==> src/rtl/seq_mul_unit.sv <==
// Iterative 32x32 shift-add multiplier for the RV32M MUL group.
// One shared ripple-carry adder step per cycle; 34-cycle round trip.
module seq_mul_fa1 (
  input  logic i_a,
  input  logic i_b,
  input  logic i_ci,
  output logic o_s,
  output logic o_co
);
  assign o_s  = i_a ^ i_b ^ i_ci;
  assign o_co = (i_a & i_b) | (i_ci & (i_a ^ i_b));
endmodule

module seq_mul_add32 (
  input  logic [31:0] i_a,
  input  logic [31:0] i_b,
  input  logic        i_ci,
  output logic [31:0] o_sum,
  output logic        o_co
);
  logic [32:0] c;

  assign c[0] = i_ci;
  assign o_co = c[32];

  for (genvar g = 0; g < 32; g++) begin : g_fa
    seq_mul_fa1 u_fa (
      .i_a  (i_a[g]),
      .i_b  (i_b[g]),
      .i_ci (c[g]),
      .o_s  (o_sum[g]),
      .o_co (c[g+1])
    );
  end
endmodule

module seq_mul_unit #(
  parameter int TAG_W = 5
) (
  input  logic             i_clk,
  input  logic             i_rst_n,
  input  logic             i_start,
  input  logic             i_flush,
  input  logic [1:0]       i_op,
  input  logic [31:0]      i_rs1,
  input  logic [31:0]      i_rs2,
  input  logic [TAG_W-1:0] i_tag,
  output logic             o_busy,
  output logic             o_valid,
  output logic [31:0]      o_result,
  output logic [TAG_W-1:0] o_tag
);
  localparam logic [1:0] S_IDLE = 2'd0;
  localparam logic [1:0] S_CALC = 2'd1;
  localparam logic [1:0] S_FIX  = 2'd2;
  localparam logic [1:0] S_DONE = 2'd3;

  localparam logic [1:0] OP_MUL  = 2'b00;
  localparam logic [1:0] OP_MULH = 2'b01;
  localparam logic [1:0] OP_HSU  = 2'b10;

  logic [1:0]       state_q, state_d;
  logic [1:0]       op_q, op_d;
  logic [TAG_W-1:0] tag_q, tag_d;
  logic [31:0]      mcand_q, mcand_d;
  logic [31:0]      mplr_q, mplr_d;
  logic [31:0]      acc_hi_q, acc_hi_d;
  logic             neg_q, neg_d;
  logic [4:0]       cnt_q, cnt_d;
  logic [31:0]      res_q, res_d;
  logic [TAG_W-1:0] otag_q, otag_d;

  logic        rs1_sgn, rs2_sgn;
  logic        rs1_neg, rs2_neg;
  logic [31:0] rs1_mag, rs2_mag;
  logic [31:0] add_b, add_sum;
  logic        add_co;
  logic [63:0] prod, prod_fix;

  assign rs1_sgn = (i_op == OP_MULH) || (i_op == OP_HSU);
  assign rs2_sgn = (i_op == OP_MULH);
  assign rs1_neg = rs1_sgn & i_rs1[31];
  assign rs2_neg = rs2_sgn & i_rs2[31];
  // |0x80000000| stays 0x80000000 when read as unsigned
  assign rs1_mag = rs1_neg ? (~i_rs1 + 32'd1) : i_rs1;
  assign rs2_mag = rs2_neg ? (~i_rs2 + 32'd1) : i_rs2;

  assign add_b = mplr_q[0] ? mcand_q : 32'd0;

  seq_mul_add32 u_add (
    .i_a   (acc_hi_q),
    .i_b   (add_b),
    .i_ci  (1'b0),
    .o_sum (add_sum),
    .o_co  (add_co)
  );

  assign prod     = {acc_hi_q, mplr_q};
  assign prod_fix = neg_q ? (~prod + 64'd1) : prod;

  always_comb begin
    state_d  = state_q;
    op_d     = op_q;
    tag_d    = tag_q;
    mcand_d  = mcand_q;
    mplr_d   = mplr_q;
    acc_hi_d = acc_hi_q;
    neg_d    = neg_q;
    cnt_d    = cnt_q;
    res_d    = res_q;
    otag_d   = otag_q;

    case (state_q)
      S_IDLE: begin
        if (i_start && !i_flush) begin
          op_d     = i_op;
          tag_d    = i_tag;
          mcand_d  = rs1_mag;
          mplr_d   = rs2_mag;
          neg_d    = rs1_neg ^ rs2_neg;
          acc_hi_d = 32'd0;
          cnt_d    = 5'd0;
          state_d  = S_CALC;
        end
      end
      S_CALC: begin
        acc_hi_d = {add_co, add_sum[31:1]};
        mplr_d   = {add_sum[0], mplr_q[31:1]};
        cnt_d    = cnt_q + 5'd1;
        if (cnt_q == 5'd31) state_d = S_FIX;
      end
      S_FIX: begin
        if (!i_flush) begin
          res_d  = (op_q == OP_MUL) ? prod_fix[31:0]
                                    : prod_fix[63:32];
          otag_d = tag_q;
        end
        state_d = S_DONE;
      end
      default: state_d = S_IDLE;
    endcase

    if (i_flush) state_d = S_IDLE;
  end

  always_ff @(posedge i_clk or negedge i_rst_n) begin
    if (!i_rst_n) begin
      state_q  <= S_IDLE;
      op_q     <= 2'd0;
      tag_q    <= '0;
      mcand_q  <= 32'd0;
      mplr_q   <= 32'd0;
      acc_hi_q <= 32'd0;
      neg_q    <= 1'b0;
      cnt_q    <= 5'd0;
      res_q    <= 32'd0;
      otag_q   <= '0;
    end else begin
      state_q  <= state_d;
      op_q     <= op_d;
      tag_q    <= tag_d;
      mcand_q  <= mcand_d;
      mplr_q   <= mplr_d;
      acc_hi_q <= acc_hi_d;
      neg_q    <= neg_d;
      cnt_q    <= cnt_d;
      res_q    <= res_d;
      otag_q   <= otag_d;
    end
  end

  assign o_busy   = (state_q != S_IDLE);
  assign o_valid  = (state_q == S_DONE);
  assign o_result = res_q;
  assign o_tag    = otag_q;
endmodule
==> config.mk <==
export PLATFORM = sky130hd
export DESIGN_NAME = seq_mul_unit
export DESIGN_NICKNAME = d
export VERILOG_FILES = /design/src/rtl/seq_mul_unit.sv
export SDC_FILE = /design/constraint.sdc
export NUM_CORES = 1
export LEC_CHECK = 0
export CAP_MARGIN = 0
export CORE_AREA = 2 2 163 165
export CTS_CLUSTER_DIAMETER = 60
export CTS_CLUSTER_SIZE = 24
export DETAILED_ROUTE_END_ITERATION = 7
export DIE_AREA = 0 0 165 167
export HOLD_SLACK_MARGIN = 0.03
export PLACE_DENSITY_LB_ADDON = 0.05
export SETUP_SLACK_MARGIN = 0.4
export SYNTH_ARGS = -nofsm -noshare
export SYNTH_HDL_FRONTEND = slang
export SYNTH_SLANG_ARGS = --single-unit
export TNS_END_PERCENT = 50
==> constraint.sdc <==
create_clock -name i_clk -period 32.8 [get_ports i_clk]
set_input_delay 4.92 -clock i_clk [delete_from_list [all_inputs] [get_ports i_clk]]
set_output_delay 4.92 -clock i_clk [all_outputs]
set_load 0.02 [all_outputs]
==> impl_metrics.toml <==
[drt]
dr.pass1.iters = 5
routedWlPerCell_um = 20.2
route.detailed.drc = 0
vias = 9227
viasPerCell = 5.70
first_iter_violations = 749
wl_um = 32700
antenna_left = 0

[logic_synthesis]
syn_nets = 1321
syn-cell-area_sq_mm = 0.0102
ys.flop_type = "dfrtp_1"
synth-seq-cells = 148
syn_inst = 1204
syn_avg_cell_area_sq_um = 8.47
synthArstFlopShare_pct = 100
synth_warnings = 0
seq_area_frac_synth_pct = 36.3
yosysUniqueCellTypes = 69
synth_edf_count = 0

[clocking]
cts_resized = 0
cts_tree = "built"
numCtsBuffers = 17
cts_max_level = 4
ctsHoldBuffers = 0
cts_setup_buffers = 0
cts_buffer_depth = 2
root_buffer = "clkbuf_16"
clock_latency_ns = 0.43
cts.sink_count = 148
cts.clk_slew.worst_paths_ns = 0.07

[critical_path]
reg2regPathDepth = 38
rr_startpoint = "mplr_q[0]"
cp-end-kind = "flop"
reg2reg_to = "acc_hi_q[30]"
critPathMaxStageDelay_ns = 0.60
cpMaxStageDelayCell = "dfrtp_1"
path_max_fanout = 24
rrSetupSlack_ns = 18.99
path_class = "flop to flop"
worstPathRequired_ns = 33.13
arrival_ns = 14.14
path_common_cell = "fa_1"
start_kind = "flop"

[grt]
first_global_vias = 8857
antenna_found_initial = 0
grt-ovfl-total = 0
grt_max_degree = 107
grt_pass1_wl_um = 52700
grtUsageTotal_pct = 24.7

[timing]
rsz0062_at_grt = "no"
finalHoldViolCount = 0
final_max_slew_viol_count = 0
fin_crit_ns = 13.81
slew-limit-headroom_pct = 18.1
worst_pin_slew_ns = 1.22
timing.setup.tns_ns = 0
whs_ns = 0.459
fmax_mhz = 72.4
setup_viol = 0
finClkSkew_ns = 0.0156
fin_crit_sh_pct = 42.1

[hold_path]
hp-class = "flop to flop"
holdPathStages = 2
min_delay_worst_endpoint = "o_tag[0]"
min_from = "tag_q[0]"

[placed_design]
dp_hpwl_um = 23700
port-buffer-count = 113
gp_congestion = 0.926

[finish]
final_nets = 1387
syn_to_final_growth_pct = 19.4
fillers = 2597
drive_gt1_share_pct = 6.24
antenna_cells = 0
multi_input_area_sq_mm = 0.00602
regArea_sq_mm = 0.00370

[pwr]
peakVddDrop_uv = 47.6
p_leak_uw = 0.00462
power.density_mw_per_mm2 = 91.0

[floorplanning]
io_pins = 114
fp-row-count = 59
die_area_sq_mm = 0.0276
fp.dieW_um = 165
core_sq_mm = 0.0258
initial_core_util_pct = 39.6
die_y_um = 167

[flow_run]
cap_violations = 0

[outcome]
status = "complete, no violations"
-- state kept, by name, summed over array words and instances (netlist names) --
| register | cells |
|---|---|
| mplr_q | 32 |
| tag_q | 5 |
| o_result | 32 |
| cnt_q | 5 |
| acc_hi_q | 32 |
| neg_q | 1 |
| mcand_q | 32 |
| o_tag | 5 |
| state_q | 2 |
| op_q | 2 |
-- cell type report --
cell class | count | share of cell area, %
Multi-Input combinational cell | 926 | 49.4
Sequential cell | 148 | 30.4
Timing Repair Buffer | 128 | 10.2
Clock inverter | 12 | 1.17
Tap cell | 335 | 3.44
Inverter | 49 | 1.51
Clock buffer | 20 | 3.83
-- power breakdown --
group / internal, uW / total, uW / switching, uW
combinational: 207 / 547 / 341
sequential: 261 / 358 / 96.1
clock: 119 / 203 / 83.6
-- through the flow --
step / util, % / area [sq um] / setup slack, ns / std cells / power [uW]
after global placement: 44.9 / 11600 / 19.15 / 1586 / 901
after global routing: 47.3 / 12200 / 18.53 / 1618 / 1190
final: 47.3 / 12200 / 18.99 / 1618 / 1110
after floorplan: - / 10200 / 19.88 / 1204 / 695
after CTS: 47.3 / 12200 / 19.01 / 1618 / 1110
after detailed placement: 44.9 / 11600 / 19.00 / 1586 / 904
-- cell families after synthesis --
kind of cell | share of synthesized area, %
xor gates and xnor gates | 7.90
AOI/OAI and AO/OA | 19.7
and+or+nand+nor | 21.2
DFF | 36.3
adders and majority gates | 7.43
muxes | 2.53
buffers and inverters | 4.91
-- critical path, delay by kind of cell (launching register included) --
family / cells / cell delay [ns]
DFF: 1 / 0.60
and+or+nand+nor: 1 / 0.17
adders and majority gates: 32 / 12.22
AOI/OAI and AO/OA: 1 / 0.22
buffers and inverters: 4 / 0.50
-- Yosys cell counts, drive strengths merged, types with 5 or more instances --
library cell	number	share of area, %
or4	22	1.7
nor4	21	1.3
ha	11	1.3
o221ai	5	0.43
mux2i	19	1.9
nand4	16	0.98
a21oi	62	3.0
dfrtp	148	36
o31ai	55	4.1
nand2	186	6.8
o41ai	11	1.1
and2	5	0.31
or3	32	2.1
o211ai	6	0.44
a31oi	13	0.80
nand2b	5	0.31
inv	49	1.8
o22ai	9	0.55
buf	12	0.56
clkbuf	69	2.5
nor2	86	3.2
nor3	29	1.5
xnor2	50	4.3
or2	8	0.49
a221o	6	0.59
o21ai	111	5.4
nand3	21	1.0
xor2	42	3.6
mux2	6	0.66
fa	31	6.1
-- metal layers --
| layer | vias to the layer above | track usage, % | wire [um] |
|---|---|---|---|
| li1 | 4419 | - | - |
| met1 | 4491 | 37.0 | 15600 |
| met2 | 291 | 37.6 | 14800 |
| met3 | 26 | 3.46 | 1680 |
| met4 | 0 | 6.12 | 568 |
| met5 | - | 0 | 0 |
-- worst max path at each step --
stage | startpoint | end | slack, ns | cells after the start
2_1_floorplan | mplr_q[0] | acc_hi_q[30] | 19.88 | 37
6_report | mplr_q[0] | acc_hi_q[30] | 18.99 | 38
4_1_cts | mplr_q[0] | acc_hi_q[30] | 19.01 | 38
3_3_place_gp | mplr_q[0] | acc_hi_q[30] | 19.15 | 38
3_5_place_dp | mplr_q[0] | acc_hi_q[30] | 19.00 | 38
5_1_grt | mplr_q[0] | acc_hi_q[30] | 18.53 | 38
-- cell usage in the layout (no fill, tap or decap), types with 9 or more instances in the layout --
cell type        Yosys  layout
o21ai_0            104     104
nor3_1              27      27
fa_1                31      31
o41ai_1              9       9
or4_1               19      19
a21oi_1             62      62
nor4_1              21      21
clkdlybuf4s50_1      0     112
ha_1                11      11
nor2_1              86      85
nand3_1             21      21
nand4_1             16      16
clkbuf_16            0      17
mux2i_1             19      19
o22ai_1              9       9
o31ai_1             54      54
nand2_1            186     186
or3_1               30      30
dfrtp_1            148     147
inv_1               49      49
buf_4                0      15
a31oi_1             13      13
xnor2_1             50      50
xor2_1              42      42
Note: power is estimated with default switching activity, not from simulation.
